## src/rtl/ysyx_22040759_ifu.sv

```systemverilog
// ysyx_22040759_ifu -- multi-cycle instruction fetch unit.
//
// Owns the fetch PC and issues word requests to instruction memory over a
// valid/ready channel. Responses come back in order, one or more cycles
// later, and are always accepted. Fetched words land in a DEPTH-entry
// registered queue (no bypass) and are handed to decode through a
// valid/ready handshake.
//
// Ports
//   clk, rst             clock; asynchronous active-low reset
//   req_valid/ready/addr fetch request channel (req_addr = fetch PC)
//   resp_valid/data      in-order response for the oldest outstanding request
//   inst_valid/ready     decode handshake on the queue head
//   inst, inst_pc        head instruction word and its PC (0 when invalid)
//   redirect_valid/pc    new PC from execute; flushes queue, drops in-flight
//   halt                 stop issuing requests (ebreak)
//   fetch_misalign       misaligned-redirect trap pending
//   misalign_pc          offending redirect target
//
// Optional feature: define YSYX_22040759_IFU_MISALIGN_TRAP_EN to trap on a
// redirect target with nonzero low bits. Without it the low two bits are
// cleared, the trap state is unreachable and the trap outputs are tied 0.
module ysyx_22040759_ifu #(
  parameter int              XLEN     = 64,
  parameter logic [XLEN-1:0] RESET_PC = XLEN'(64'h8000_0000),
  parameter int              DEPTH    = 4
) (
  input  logic            clk,
  input  logic            rst,
  output logic            req_valid,
  input  logic            req_ready,
  output logic [XLEN-1:0] req_addr,
  input  logic            resp_valid,
  input  logic [31:0]     resp_data,
  output logic            inst_valid,
  input  logic            inst_ready,
  output logic [31:0]     inst,
  output logic [XLEN-1:0] inst_pc,
  input  logic            redirect_valid,
  input  logic [XLEN-1:0] redirect_pc,
  input  logic            halt,
  output logic            fetch_misalign,
  output logic [XLEN-1:0] misalign_pc
);
  localparam int AW = $clog2(DEPTH);
  localparam int CW = AW + 1;

  typedef enum logic [1:0] {RUN = 2'd0, HALT = 2'd1, TRAP = 2'd2} state_t;

  typedef struct packed {
    logic [XLEN-1:0] pc;
    logic [31:0]     inst;
  } entry_t;

  state_t          state_q, state_d;
  logic [XLEN-1:0] fetch_pc;
  logic [CW-1:0]   outstanding, drop_cnt, count;
  logic [XLEN-1:0] tgt;
  logic            misalign;
  logic            credit_ok, req_hs, push, pop;

  // ---- redirect target -------------------------------------------------
`ifdef YSYX_22040759_IFU_MISALIGN_TRAP_EN
  assign tgt      = redirect_pc;
  assign misalign = redirect_valid & (redirect_pc[1:0] != 2'b00);
`else
  assign tgt      = redirect_pc & ~XLEN'(3);
  assign misalign = 1'b0;
`endif

  // ---- FSM -------------------------------------------------------------
  always_ff @(posedge clk or negedge rst) begin
    if (!rst) state_q <= RUN;
    else      state_q <= state_d;
  end

  // Redirect wins over halt in the same cycle.
  always_comb begin
    state_d = state_q;
    if (redirect_valid)                 state_d = misalign ? TRAP : RUN;
    else if (halt && state_q == RUN)    state_d = HALT;
  end

  // Credit: every issued request must already own a queue slot, so
  // responses never need back-pressure. Dropped-but-pending responses still
  // hold credit until they return. rst gates issue while reset is held.
  assign credit_ok = ({1'b0, outstanding} + {1'b0, count}) < (CW+1)'(DEPTH);

  always_comb begin
    req_valid = 1'b0;
    if (rst && state_q == RUN && !redirect_valid && credit_ok) req_valid = 1'b1;
  end

  assign req_addr = fetch_pc;
  assign req_hs   = req_valid & req_ready;

  // ---- fetch PC ----------------------------------------------------------
  always_ff @(posedge clk or negedge rst) begin
    if (!rst)                fetch_pc <= RESET_PC;
    else if (redirect_valid) fetch_pc <= tgt;
    else if (req_hs)         fetch_pc <= fetch_pc + XLEN'(4);
  end

  // ---- in-flight tracking ----------------------------------------------
  always_ff @(posedge clk or negedge rst) begin
    if (!rst) outstanding <= '0;
    else      outstanding <= outstanding + CW'(req_hs) - CW'(resp_valid);
  end

  // On redirect every request still unreturned after this cycle is stale;
  // that set already contains anything an earlier redirect marked.
  always_ff @(posedge clk or negedge rst) begin
    if (!rst)                              drop_cnt <= '0;
    else if (redirect_valid)               drop_cnt <= outstanding - CW'(resp_valid);
    else if (resp_valid && drop_cnt != '0) drop_cnt <= drop_cnt - CW'(1);
  end

  // PC of each issued request, popped as its response returns (dropped or
  // not), so the head always pairs with the current response.
  logic [XLEN-1:0] pcq [DEPTH];
  logic [AW-1:0]   pq_wr, pq_rd;

  always_ff @(posedge clk or negedge rst) begin
    if (!rst) begin
      pq_wr <= '0;
      pq_rd <= '0;
    end else begin
      if (req_hs)     pq_wr <= pq_wr + AW'(1);
      if (resp_valid) pq_rd <= pq_rd + AW'(1);
    end
  end

  always_ff @(posedge clk) begin
    if (req_hs) pcq[pq_wr] <= fetch_pc;
  end

  // ---- instruction queue -----------------------------------------------
  entry_t        q_mem [DEPTH];
  logic [AW-1:0] q_wr, q_rd;
  entry_t        head;

  assign push = resp_valid & (drop_cnt == '0) & ~redirect_valid;
  assign pop  = inst_valid & inst_ready & ~redirect_valid;

  always_ff @(posedge clk or negedge rst) begin
    if (!rst) begin
      q_wr  <= '0;
      q_rd  <= '0;
      count <= '0;
    end else if (redirect_valid) begin
      q_wr  <= '0;
      q_rd  <= '0;
      count <= '0;
    end else begin
      if (push) q_wr <= q_wr + AW'(1);
      if (pop)  q_rd <= q_rd + AW'(1);
      count <= count + CW'(push) - CW'(pop);
    end
  end

  always_ff @(posedge clk) begin
    if (push) q_mem[q_wr] <= {pcq[pq_rd], resp_data};
  end

  // Storage is not reset; outputs are masked to 0 while the queue is empty.
  assign head       = q_mem[q_rd];
  assign inst_valid = (count != '0);
  assign inst       = inst_valid ? head.inst : 32'd0;
  assign inst_pc    = inst_valid ? head.pc   : '0;

  // ---- misaligned-redirect trap ----------------------------------------
`ifdef YSYX_22040759_IFU_MISALIGN_TRAP_EN
  logic            fm_q;
  logic [XLEN-1:0] mpc_q;

  always_ff @(posedge clk or negedge rst) begin
    if (!rst) begin
      fm_q  <= 1'b0;
      mpc_q <= '0;
    end else if (redirect_valid) begin
      fm_q  <= misalign;
      mpc_q <= misalign ? redirect_pc : '0;
    end
  end

  assign fetch_misalign = fm_q;
  assign misalign_pc    = mpc_q;
`else
  assign fetch_misalign = 1'b0;
  assign misalign_pc    = '0;
`endif

endmodule

```

## config.mk

```make
export PLATFORM = sky130hd
export DESIGN_NAME = ysyx_22040759_ifu
export DESIGN_NICKNAME = d
export VERILOG_FILES = /design/src/rtl/ysyx_22040759_ifu.sv
export SDC_FILE = /design/constraint.sdc
export NUM_CORES = 1
export LEC_CHECK = 0
export CORE_MARGIN = 4
export CORE_UTILIZATION = 56
export CTS_CLUSTER_DIAMETER = 40
export DETAILED_ROUTE_END_ITERATION = 10
export HOLD_SLACK_MARGIN = 0.08
export PLACE_DENSITY_LB_ADDON = 0.05
export SKIP_LAST_GASP = 1
export SLEW_MARGIN = 20
export SYNTH_ARGS = -nofsm -noshare
export SYNTH_HDL_FRONTEND = slang
export SYNTH_SLANG_ARGS = --single-unit
```

## constraint.sdc

```tcl
create_clock -name clk -period 5.3 [get_ports clk]
set_input_delay 0.795 -clock clk [delete_from_list [all_inputs] [get_ports clk]]
set_output_delay 0.795 -clock clk [all_outputs]
set_load 0.005 [all_outputs]
```

After elaboration in Yosys (flattened, before gate mapping)
Memory sizes are Yosys's and may differ from the RTL's.
Cells that the tools add are included.
W data, S select, Z words.
{"block": "op_classes", "add_sub_neg": 12, "magnitude_cmp": 1, "mux": 18, "bitwise_logic": 6, "n_reduce_logical": 15}
{"cell": "$mux W64", "n": 3}
{"cell": "$add A64 B3 Y64 const B", "n": 1}
{"cell": "$mux W32", "n": 1}
{"cell": "$mux W2", "n": 6}
{"cell": "$reduce_bool A2 Y1", "n": 5}
{"cell": "$mux W3", "n": 3}
{"cell": "$sub A3 B1 Y3", "n": 3}
{"cell": "$add A2 B1 Y2 const B", "n": 4}
{"cell": "$add A3 B1 Y3", "n": 2}
{"cell": "$reduce_bool A3 Y1", "n": 2}
{"cell": "$and A1 B1 Y1", "n": 5}
{"cell": "$logic_and A1 B1 Y1", "n": 5}
{"cell": "$mux W1", "n": 5}
{"cell": "$add A3 B3 Y4", "n": 1}
{"cell": "$lt A4 B3 Y1 const B", "n": 1}
{"cell": "$logic_not A3 Y1", "n": 1}
{"cell": "$sub A3 B1 Y3 const B", "n": 1}
{"cell": "$logic_not A2 Y1", "n": 1}
{"cell": "$logic_not A1 Y1", "n": 1}
{"cell": "$not A1 Y1", "n": 1}
{"block": "word_totals", "regBits": 83, "mem_bits_rw": 640, "output_inout_bits": 227, "elab_cells": 63, "memories": 2}
{"memory": "q_mem", "words": 4, "width": 96, "read_ports": 1, "rd_clocked_by_memory_dff": 0, "write_ports": 1, "line_no": "138", "rtl": "entry_t q_mem [DEPTH];"}
{"memory": "pcq", "words": 4, "width": 64, "read_ports": 1, "rd_clocked_by_memory_dff": 0, "write_ports": 1, "line_no": "120", "rtl": "logic [XLEN-1:0] pcq [DEPTH];"}

Longest topological paths before layout
Gate-level depths: netlist of run 1.
{"block": "depth", "word_depth": 8, "mapped_depth": 13}

Least setup slack after synthesis of run 1
OpenSTA, ideal clock, no wires.
{"block": "synth_path", "path_type": "input -> register", "start": "input redirect_valid", "end": "memory pcq[2][10], enable pin", "arrival_time_ns": 3.690, "path_slack_ns": 1.184, "stages": 6, "path_buffers": 3, "cell_sequence": "nor4b_1 > and4_1 > buf_2 > buf_2 > buf_1 > and2_1"}
{"block": "synth_via", "elab_chain_len": 7}
{"item": "start, declared", "line_no": "39", "rtl": "input logic redirect_valid,"}
{"item": "$logic_not A1 Y1", "line_no": "91", "rtl": "if (rst && state_q == RUN && !redirect_valid && credit_ok) req_valid = 1'b1;"}
{"item": "$logic_and A1 B1 Y1 (2 in a row)", "line_no": "91"}
{"item": "$mux W1", "line_no": "91"}
{"item": "$and A1 B1 Y1", "line_no": "95", "rtl": "assign req_hs = req_valid & req_ready;"}
{"item": "$mux W1", "line_no": "134", "rtl": "if (req_hs) pcq[pq_wr] <= fetch_pc;"}
{"item": "$mux W1 (implied by the code)", "line_no": "134"}
{"item": "end, declared", "line_no": "120"}
No other way between the ends.

Worst setup path after layout of run 1
{"block": "layout_path", "start": "register q_rd[0]", "end": "output inst_pc[38]"}
{"block": "layout_via", "elab_chain_len": 2}
{"item": "start, declared", "line_no": "139", "rtl": "logic [AW-1:0] q_wr, q_rd;"}
{"item": "start signal, assigned", "line_no": "156", "rtl": "if (pop) q_rd <= q_rd + AW'(1);"}
{"item": "$mem_v2 Z4 W96"}
{"item": "$mux W64", "line_no": "169", "rtl": "assign inst_pc = inst_valid ? head.pc : '0;"}
{"item": "end, declared", "line_no": "38", "rtl": "output logic [XLEN-1:0] inst_pc,"}
No other way between the ends.

==> flow_metrics.env, run 1 <==
export IMPL_antenna_found_initial=2
export IMPL_ant_nets=0
export IMPL_synth_adder_area_share_pct=0.962
export IMPL_drc=0
export IMPL_clockBufferDepth=3
export IMPL_cts_hold_buf=0
export IMPL_powerDensity_mw_per_mm2=483
export IMPL_routed_via_density=6.00
export IMPL_clk_latency_ns=0.63
export IMPL_num_fill_cells=3336
export IMPL_worst_slew_pin_slew_ns=0.978
export IMPL_seq_area_sq_mm=0.0208
export IMPL_synth_largest_area_cell="edfxtp_1"
export IMPL_placed_cell_area_sq_mm=0.0321
export IMPL_die_area_sq_mm=0.0552
export IMPL_multiInputGateArea_sq_mm=0.00749
export IMPL_final_common_cell="edfxtp_1"
export IMPL_crit_arrival_ns=3.04
export IMPL_tns_ns=0
export IMPL_port_buffers=258
export IMPL_fin_nets=2046
export IMPL_dpl_hpwl_microns=40700
export IMPL_place_congestion=0.909
export IMPL_cts_resized=0
export IMPL_grt_usage_pct=24.0
export IMPL_outcome="completed"
export IMPL_grt_pass1_vias=16300
export IMPL_cts_root_buffer="clkbuf_16"
export IMPL_ys_warn_count=0
export IMPL_crit_fanout=23
export IMPL_crit_reg2reg_launch="outstanding[2]"
export IMPL_cts_tree="built"
export IMPL_synth_edff_count=624
export IMPL_row_count=82
export IMPL_synthTopCellsByArea="edfxtp_1, mux4_2, dfrtp_1"
export IMPL_cts_sinks=704
export IMPL_num_vias=16000
export IMPL_syn_inst=1618
export IMPL_crit_type="reg2out"
export IMPL_gr_total_overflow=0
export IMPL_startpoint_type="flop"
export IMPL_grt_pass1_wl_microns=101000
export IMPL_synth_seq_cells=704
export IMPL_crit_required_ns=4.51
export IMPL_drv_cap=0
export IMPL_min_period_ns=3.84
export IMPL_hold_path_class="in2async"
export IMPL_synth_xor_area_share_pct=0.728
export IMPL_netlist_area_sq_mm=0.0289
export IMPL_syn_avg_cell_area_sq_um=17.8
export IMPL_clock_fmax_mhz=260
export IMPL_endpoint_kind="output port"
export IMPL_drive_gt1_share_pct=18.2
export IMPL_yosys_cell_types_count=58
export IMPL_clkTransAtPathRegs_ns=0.06
export IMPL_synth_main_ff_cell="edfxtp_1"
export IMPL_synth_top_family_by_area="multiplexers"
export IMPL_wl_per_cell_microns=24.8
export IMPL_mostFrequentLayoutCells="edfxtp_1, clkdlybuf4s50_1, mux4_2, and2_1, clkbuf_16"
export IMPL_core_region_area_sq_mm=0.0506
export IMPL_netlist_area_leader_share_pct=64.9
export IMPL_grt_max_degree=75
export IMPL_stdcell_area_sq_mm=0.0351
export IMPL_synthToLayoutAreaGrowth_pct=21.8
export IMPL_htree_levels=3
export IMPL_finalSetupViolCount=0
export IMPL_fin_crit_sh_pct=72.5
export IMPL_drt_wl_total_microns=66200
export IMPL_pin_count=330
export IMPL_cts_made_buffers=88
export IMPL_drt_iter0_markers=1678
export IMPL_clock_skew_ns=0.0213
export IMPL_initial_core_util_pct=57.1
export IMPL_drtPass1Iterations=6
export IMPL_grt_setup_unrepaired="no"
export IMPL_post_cts_setup_buffer_count=0
export IMPL_critPathLaunch="q_rd[0]"
export IMPL_yosys_area_share_simple_pct=7.85
export IMPL_seq_area_frac_synth_pct=71.9
export IMPL_die_x_microns=235
export IMPL_peakVddDrop_uv=303
export IMPL_drv_slew=0
export IMPL_synth_compound_area_share_pct=2.81
export IMPL_die_h_microns=235
export IMPL_synth_async_reset_ratio_pct=11.4
export IMPL_slew_headroom_pct=34.8
export IMPL_yosys_mux_area_fraction_pct=12.6
export IMPL_finalHoldViolCount=0
export IMPL_static_leakage_power_nw=11.8
-- cells by family after synthesis --
logic type               count (synthesis)
adder cells (fa/ha/maj)                 21
other                                    1
flip-flops                             704
AND/OR/NAND/NOR                        409
AO/OA/AOI/OAI                          117
multiplexers                           167
buffers and inverters                  175
XOR/XNOR                                24
-- where the power goes --
part	total, mW	switching, mW	internal, mW	leakage (nW)
clock network	6.07	2.34	3.74	1.46
registers	7.17	0.514	6.66	6.60
logic	3.72	1.64	2.07	3.71
total	17.0	4.49	12.5	11.8
-- area by class of cell --
type | instances | share of cell area (%)
sequential | 704 | 59.0
antenna | 1 | 0.00712
tap | 672 | 2.39
inverter | 29 | 0.310
clock inverter | 56 | 1.97
timing repair buffer | 292 | 8.31
multi-input combinational | 807 | 21.3
clock buffer | 107 | 6.65
-- critical path, stage by stage (launching register included) --
cell and delay, ns:
dfrtp_4 0.69, buf_4 0.51, mux4_2 0.56, and2_1 0.16, clkdlybuf4s50_1 0.49
-- stage by stage --
| step | hold WS (ns) | utilization (%) | setup slack [ns] | total power [mW] | std cells |
|---|---|---|---|---|---|
| after floorplan | 0.465 | - | 1.18 | 9.23 | 1686 |
| after global placement | 0.520 | 63.5 | 1.54 | 11.0 | 2504 |
| after CTS | 0.0984 | 69.5 | 1.34 | 17.1 | 2667 |
| after global routing | 0.125 | 69.5 | 1.24 | 17.7 | 2667 |
| after detailed placement | 0.535 | 63.5 | 1.50 | 11.1 | 2504 |
| final | 0.115 | 69.5 | 1.46 | 17.0 | 2668 |
-- registers in the layout, summed over array words and instances, names as in the netlist, 2 cells and up --
name,cells
q_mem,376
pcq,248
req_addr,62
count,3
drop_cnt,3
outstanding,3
pq_rd,2
pq_wr,2
q_rd,2
q_wr,2
-- final timing paths --
path                            cells past startpoint              to  slack [ns]
worst min-delay path                                1    req_addr[48]        0.11
worst min register to register                      1  outstanding[2]        0.53
min in group clk                                    1  outstanding[2]        0.53
worst max-delay path                                4     inst_pc[38]        1.46
max in group asynchronous                           2        pq_rd[0]        4.05
worst max register to register                      5      pcq[2][17]        1.97
-- cells in the mapped netlist (all sizes together) (10+ instances only) --
master  instances
inv            29
o211ai         12
edfxtp        624
mux2i          10
nor2           43
buf            94
and3           12
a22oi          12
ha             19
xor2           14
nand4          45
o21ai          31
mux4          156
a21oi          14
nand3          46
dfrtp          79
clkbuf         52
nand2          83
nor4           19
and2          118
nor3           11
xnor2          10
o311ai         15
-- per-layer routing --
metal / vias to the layer above / track usage, % / wire [microns]
li1: 6942 / - / -
met1: 8255 / 34.0 / 27500
met2: 690 / 38.9 / 32700
met3: 113 / 4.88 / 4500
met4: 4 / 6.18 / 1420
met5: - / 0 / 22
(Power assumes the default switching activity.)
==> run 2: changes to the inputs <==
- clock period: 5.3 -> 3.81 ns (I/O delays scaled with it)
==> run 2 against run 1 <==
Global-route usage rose by 0.30 points. Sequential power rose by 36%. Non-clock buffer count rose by 19. Register-to-register slack got worse by 1.1 ns. Clock-buffer cell count rose by 1. Clock power rose by 40%. Critical path type unchanged. Highest routed layer is now met4.
==> flow_metrics.env, run 2 (synthesized netlist as in run 1, its figures left out) <==
export IMPL_place_congestion=0.905
export IMPL_row_count=82
export IMPL_gr_total_overflow=0
export IMPL_outcome="completed"
export IMPL_die_h_microns=235
export IMPL_crit_type="reg2out"
export IMPL_path_buf_inv=3
export IMPL_final_common_cell="edfxtp_1"
export IMPL_clkTransAtPathRegs_ns=0.06
export IMPL_drt_iter0_markers=1439
export IMPL_drc=0
export IMPL_holdWs_ns=0.280
export IMPL_routed_via_density=5.98
export IMPL_startpoint_type="flop"
export IMPL_endpoint_kind="output port"
export IMPL_drv_cap=0
export IMPL_min_period_ns=3.30
export IMPL_tns_ns=0
export IMPL_wl_per_cell_microns=24.9
export IMPL_slew_headroom_pct=30.4
export IMPL_drt_wl_total_microns=66900
export IMPL_cts_root_buffer="clkbuf_16"
export IMPL_mostFrequentLayoutCells="edfxtp_1, clkdlybuf4s50_1, mux4_2, and2_1, clkbuf_16"
export IMPL_clock_skew_ns=0.0158
export IMPL_crit_fanout=3
export IMPL_ant_nets=0
export IMPL_grt_pass1_wl_microns=102000
export IMPL_synthToLayoutAreaGrowth_pct=22.8
export IMPL_finalSetupViolCount=0
export IMPL_largest_reg_flops=376
export IMPL_hold_path_class="in2reg"
export IMPL_peakVddDrop_uv=393
export IMPL_stdcell_area_sq_mm=0.0355
export IMPL_fin_nets=2065
export IMPL_clock_fmax_mhz=303
export IMPL_worst_slew_pin_slew_ns=1.04
export IMPL_dpl_hpwl_microns=41800
export IMPL_num_fill_cells=3260
export IMPL_antenna_found_initial=1
export IMPL_core_region_area_sq_mm=0.0506
export IMPL_crit_arrival_ns=2.73
export IMPL_die_area_sq_mm=0.0552
export IMPL_finalHoldViolCount=0
export IMPL_port_buffers=258
export IMPL_cts_hold_buf=1
export IMPL_grt_usage_pct=24.3
export IMPL_crit_required_ns=3.24
export IMPL_fin_crit_sh_pct=86.6
export IMPL_clk_latency_ns=0.62
export IMPL_post_cts_setup_buffer_count=0
export IMPL_initial_core_util_pct=57.1
export IMPL_pin_count=330
export IMPL_grt_pass1_vias=16500
export IMPL_largest_register="q_mem"
export IMPL_placed_cell_area_sq_mm=0.0324
export IMPL_diodes=0
export IMPL_die_x_microns=235
export IMPL_cts_resized=0
export IMPL_crit_slowest_cell="clkdlybuf4s50_1"
export IMPL_clockBufferDepth=3
export IMPL_num_vias=16100
export IMPL_htree_levels=3
export IMPL_crit_family="buffers and inverters"
export IMPL_grt_max_degree=70
export IMPL_cts_tree="built"
export IMPL_grt_setup_unrepaired="no"
export IMPL_drive_gt1_share_pct=19.2
export IMPL_crit_chain="ha_1 -> nor4b_1 -> buf_4 -> nand3_1 -> inv_1 -> clkdlybuf4s50_1"
export IMPL_cts_made_buffers=88
export IMPL_cts_sinks=704
export IMPL_drv_slew=0
export IMPL_critical_path_max_stage_delay_ns=0.51
export IMPL_powerDensity_mw_per_mm2=670
export IMPL_static_leakage_power_nw=11.9
export IMPL_drtPass1Iterations=5
==> run 2: cell type report <==
cell class | count | area, sq um | area share [%]
Multi-Input combinational cell | 807 | 7490 | 21.1
Inverter | 29 | 109 | 0.307
Clock buffer | 108 | 2430 | 6.86
Tap cell | 672 | 841 | 2.37
Clock inverter | 54 | 632 | 1.78
Sequential cell | 704 | 20800 | 58.5
Timing Repair Buffer | 311 | 3190 | 9.00
==> run 2: worst register-to-register path: stages, from the launching register on <==
cell      delay [ns]
dfrtp_1         0.41
ha_1            0.35
nor4b_1         0.36
buf_4           0.20
and4_2          0.27
inv_2           0.05
buf_4           0.32
nor3_1          0.50
a311o_1         0.24
o211ai_1        0.09
==> run 2: routing by layer <==
layer  track usage, %  vias up  routed length, microns
li1                 -     6964                       -
met1             33.8     8320                   27200
met2             40.2      659                   33600
met3             4.75      111                    4540
met4             6.34        0                    1580
met5                0        -                       0
==> run 2: final timing paths <==
check | slack, ns | start | endpoint | depth (start not counted)
max | 0.51 | outstanding[2] | req_valid | 6
min | 0.28 | redirect_valid | q_rd[0] | 2
max reg2reg | 0.90 | outstanding[2] | req_addr[11] | 9
min reg2reg | 0.52 | outstanding[2] | outstanding[2] | 1
max in group asynchronous | 2.04 | rst | q_rd[1] | 4
min in group asynchronous | 0.61 | rst | req_addr[59] | 3
==> run 2: through the flow <==
stage | setup slack [ns] | utilization, % | total power [mW] | instances
after floorplan | 0.479 | - | 12.8 | 1686
after global placement | 0.980 | 64.0 | 15.4 | 2522
after detailed placement | 0.905 | 64.0 | 15.5 | 2522
after CTS | 0.428 | 70.1 | 24.0 | 2685
after global routing | 0.369 | 70.1 | 24.8 | 2685
final | 0.510 | 70.1 | 23.8 | 2685
==> run 2: power by group <==
group | switching (mW) | internal [mW] | total [mW]
clock | 3.23 | 5.28 | 8.51
sequential | 0.515 | 9.27 | 9.78
combinational | 2.50 | 2.97 | 5.47
==> run 3: changes to the inputs <==
- CORE_UTILIZATION: 56 -> 63
- DONT_BUFFER_PORTS: default -> 1
- SKIP_CTS_REPAIR_TIMING: default -> 1
==> run 3 against run 2 <==
Global-route usage is 1.8 points higher. Critical endpoint is now inst_pc[55]. First-iteration DRC count shrank 2.5%. Clock-buffer cell count fell by 1. Clock power is 5.9% lower. Setup slack gained 0.11 ns. Largest cell class unchanged.
==> flow_metrics.env, run 3 (synthesized netlist as in run 1, its figures left out) <==
export IMPL_largest_reg_flops=376
export IMPL_worst_slew_pin_slew_ns=0.851
export IMPL_die_h_microns=222
export IMPL_crit_reg2reg_launch="outstanding[2]"
export IMPL_drt_wl_total_microns=64300
export IMPL_gr_total_overflow=0
export IMPL_drc=0
export IMPL_wl_per_cell_microns=27.0
export IMPL_core_region_area_sq_mm=0.0453
export IMPL_num_fill_cells=2776
export IMPL_grt_setup_unrepaired="no"
export IMPL_clkTransAtPathRegs_ns=0.06
export IMPL_peakVddDrop_uv=502
export IMPL_post_place_ws_ns=0.726
export IMPL_fin_crit_sh_pct=83.8
export IMPL_drv_slew=0
export IMPL_clockBufferDepth=3
export IMPL_cts_made_buffers=85
export IMPL_stdcell_area_sq_mm=0.0329
export IMPL_clk_latency_ns=0.62
export IMPL_routed_via_density=6.37
export IMPL_slew_headroom_pct=43.2
export IMPL_dpl_hpwl_microns=40100
export IMPL_hold_path_class="in2reg"
export IMPL_antenna_found_initial=5
export IMPL_endpoint_kind="output port"
export IMPL_grt_max_degree=93
export IMPL_fin_nets=1831
export IMPL_outcome="completed"
export IMPL_startpoint_type="flop"
export IMPL_powerDensity_mw_per_mm2=666
export IMPL_placed_cell_area_sq_mm=0.0296
export IMPL_drt_iter0_markers=1403
export IMPL_finalHoldViolCount=0
export IMPL_drtPass1Iterations=8
export IMPL_grt_pass1_vias=15200
export IMPL_ant_nets=0
export IMPL_die_x_microns=222
export IMPL_synthToLayoutAreaGrowth_pct=14.0
export IMPL_static_leakage_power_nw=11.0
export IMPL_cts_root_buffer="clkbuf_16"
export IMPL_clock_fmax_mhz=313
export IMPL_largest_register="q_mem"
export IMPL_place_congestion=0.891
export IMPL_crit_fanout=27
export IMPL_initial_core_util_pct=63.7
export IMPL_mostFrequentLayoutCells="edfxtp_1, mux4_2, and2_1, clkbuf_16, nand2_1"
export IMPL_finalSetupViolCount=0
export IMPL_pin_count=330
export IMPL_crit_type="reg2out"
export IMPL_final_common_cell="edfxtp_1"
export IMPL_drv_cap=0
export IMPL_cts_tree="built"
export IMPL_holdWs_ns=0.0732
export IMPL_num_vias=15200
export IMPL_grt_pass1_wl_microns=96900
export IMPL_die_area_sq_mm=0.0493
export IMPL_crit_arrival_ns=2.62
export IMPL_min_period_ns=3.19
export IMPL_drive_gt1_share_pct=21.0
export IMPL_grt_usage_pct=26.1
export IMPL_tns_ns=0
export IMPL_cts_sinks=704
export IMPL_setup_ws_ns=0.618
export IMPL_port_buffers=0
export IMPL_htree_levels=3
export IMPL_crit_required_ns=3.24
export IMPL_critPathLaunch="q_rd[0]"
export IMPL_clock_skew_ns=0.0276
export IMPL_holdCritStartpoint="halt"
export IMPL_row_count=78
[run 3: worst max-delay path, stage by stage, from the launching register on]
cell     delay [ns]
dfrtp_4        0.80
buf_4          0.42
mux4_2         0.59
and2_1         0.20
[run 3: report_power, final]
group / total, mW / internal, mW / switching, mW
logic: 3.93 / 1.84 / 2.09
registers: 9.97 / 9.26 / 0.707
clock network: 8.01 / 4.89 / 3.13
total: 21.9 / 16.0 / 5.92
[run 3: per-layer routing]
layer	GRT usage [%]	routed length, microns
met1	35.5	24900
met2	42.1	32000
met3	7.10	5740
met4	7.88	1600
met5	0	24
[run 3: worst paths after layout]
kind | to | slack, ns | cells past startpoint
max | inst_pc[55] | 0.62 | 3
min | state_q[0] | 0.07 | 2
max reg2reg | req_addr[13] | 0.70 | 10
min reg2reg | outstanding[2] | 0.52 | 1
max in group asynchronous | pq_rd[0] | 2.86 | 2
min in group asynchronous | req_addr[55] | 0.48 | 2
[run 3: area by class of cell]
type                    count  area, sq um  area share [%]
well taps                 600          751            2.28
flip-flops and latches    704        20800            63.1
diodes                      5         12.5          0.0380
inverters                  29          109           0.331
repair buffers             80          891            2.71
clock inverters            50          502            1.53
clock buffers             107         2370            7.22
multi-input cells         807         7500            22.8
[run 3: metrics by stage]
| stage | std cells | total power [mW] | utilization, % |
|---|---|---|---|
| floorplan | 1686 | 12.8 | - |
| global placement | 2183 | 14.0 | 65.4 |
| detailed placement | 2183 | 14.1 | 65.4 |
| CTS | 2340 | 22.1 | 71.7 |
| global route | 2380 | 22.9 | 72.6 |
| finish | 2382 | 21.9 | 72.6 |
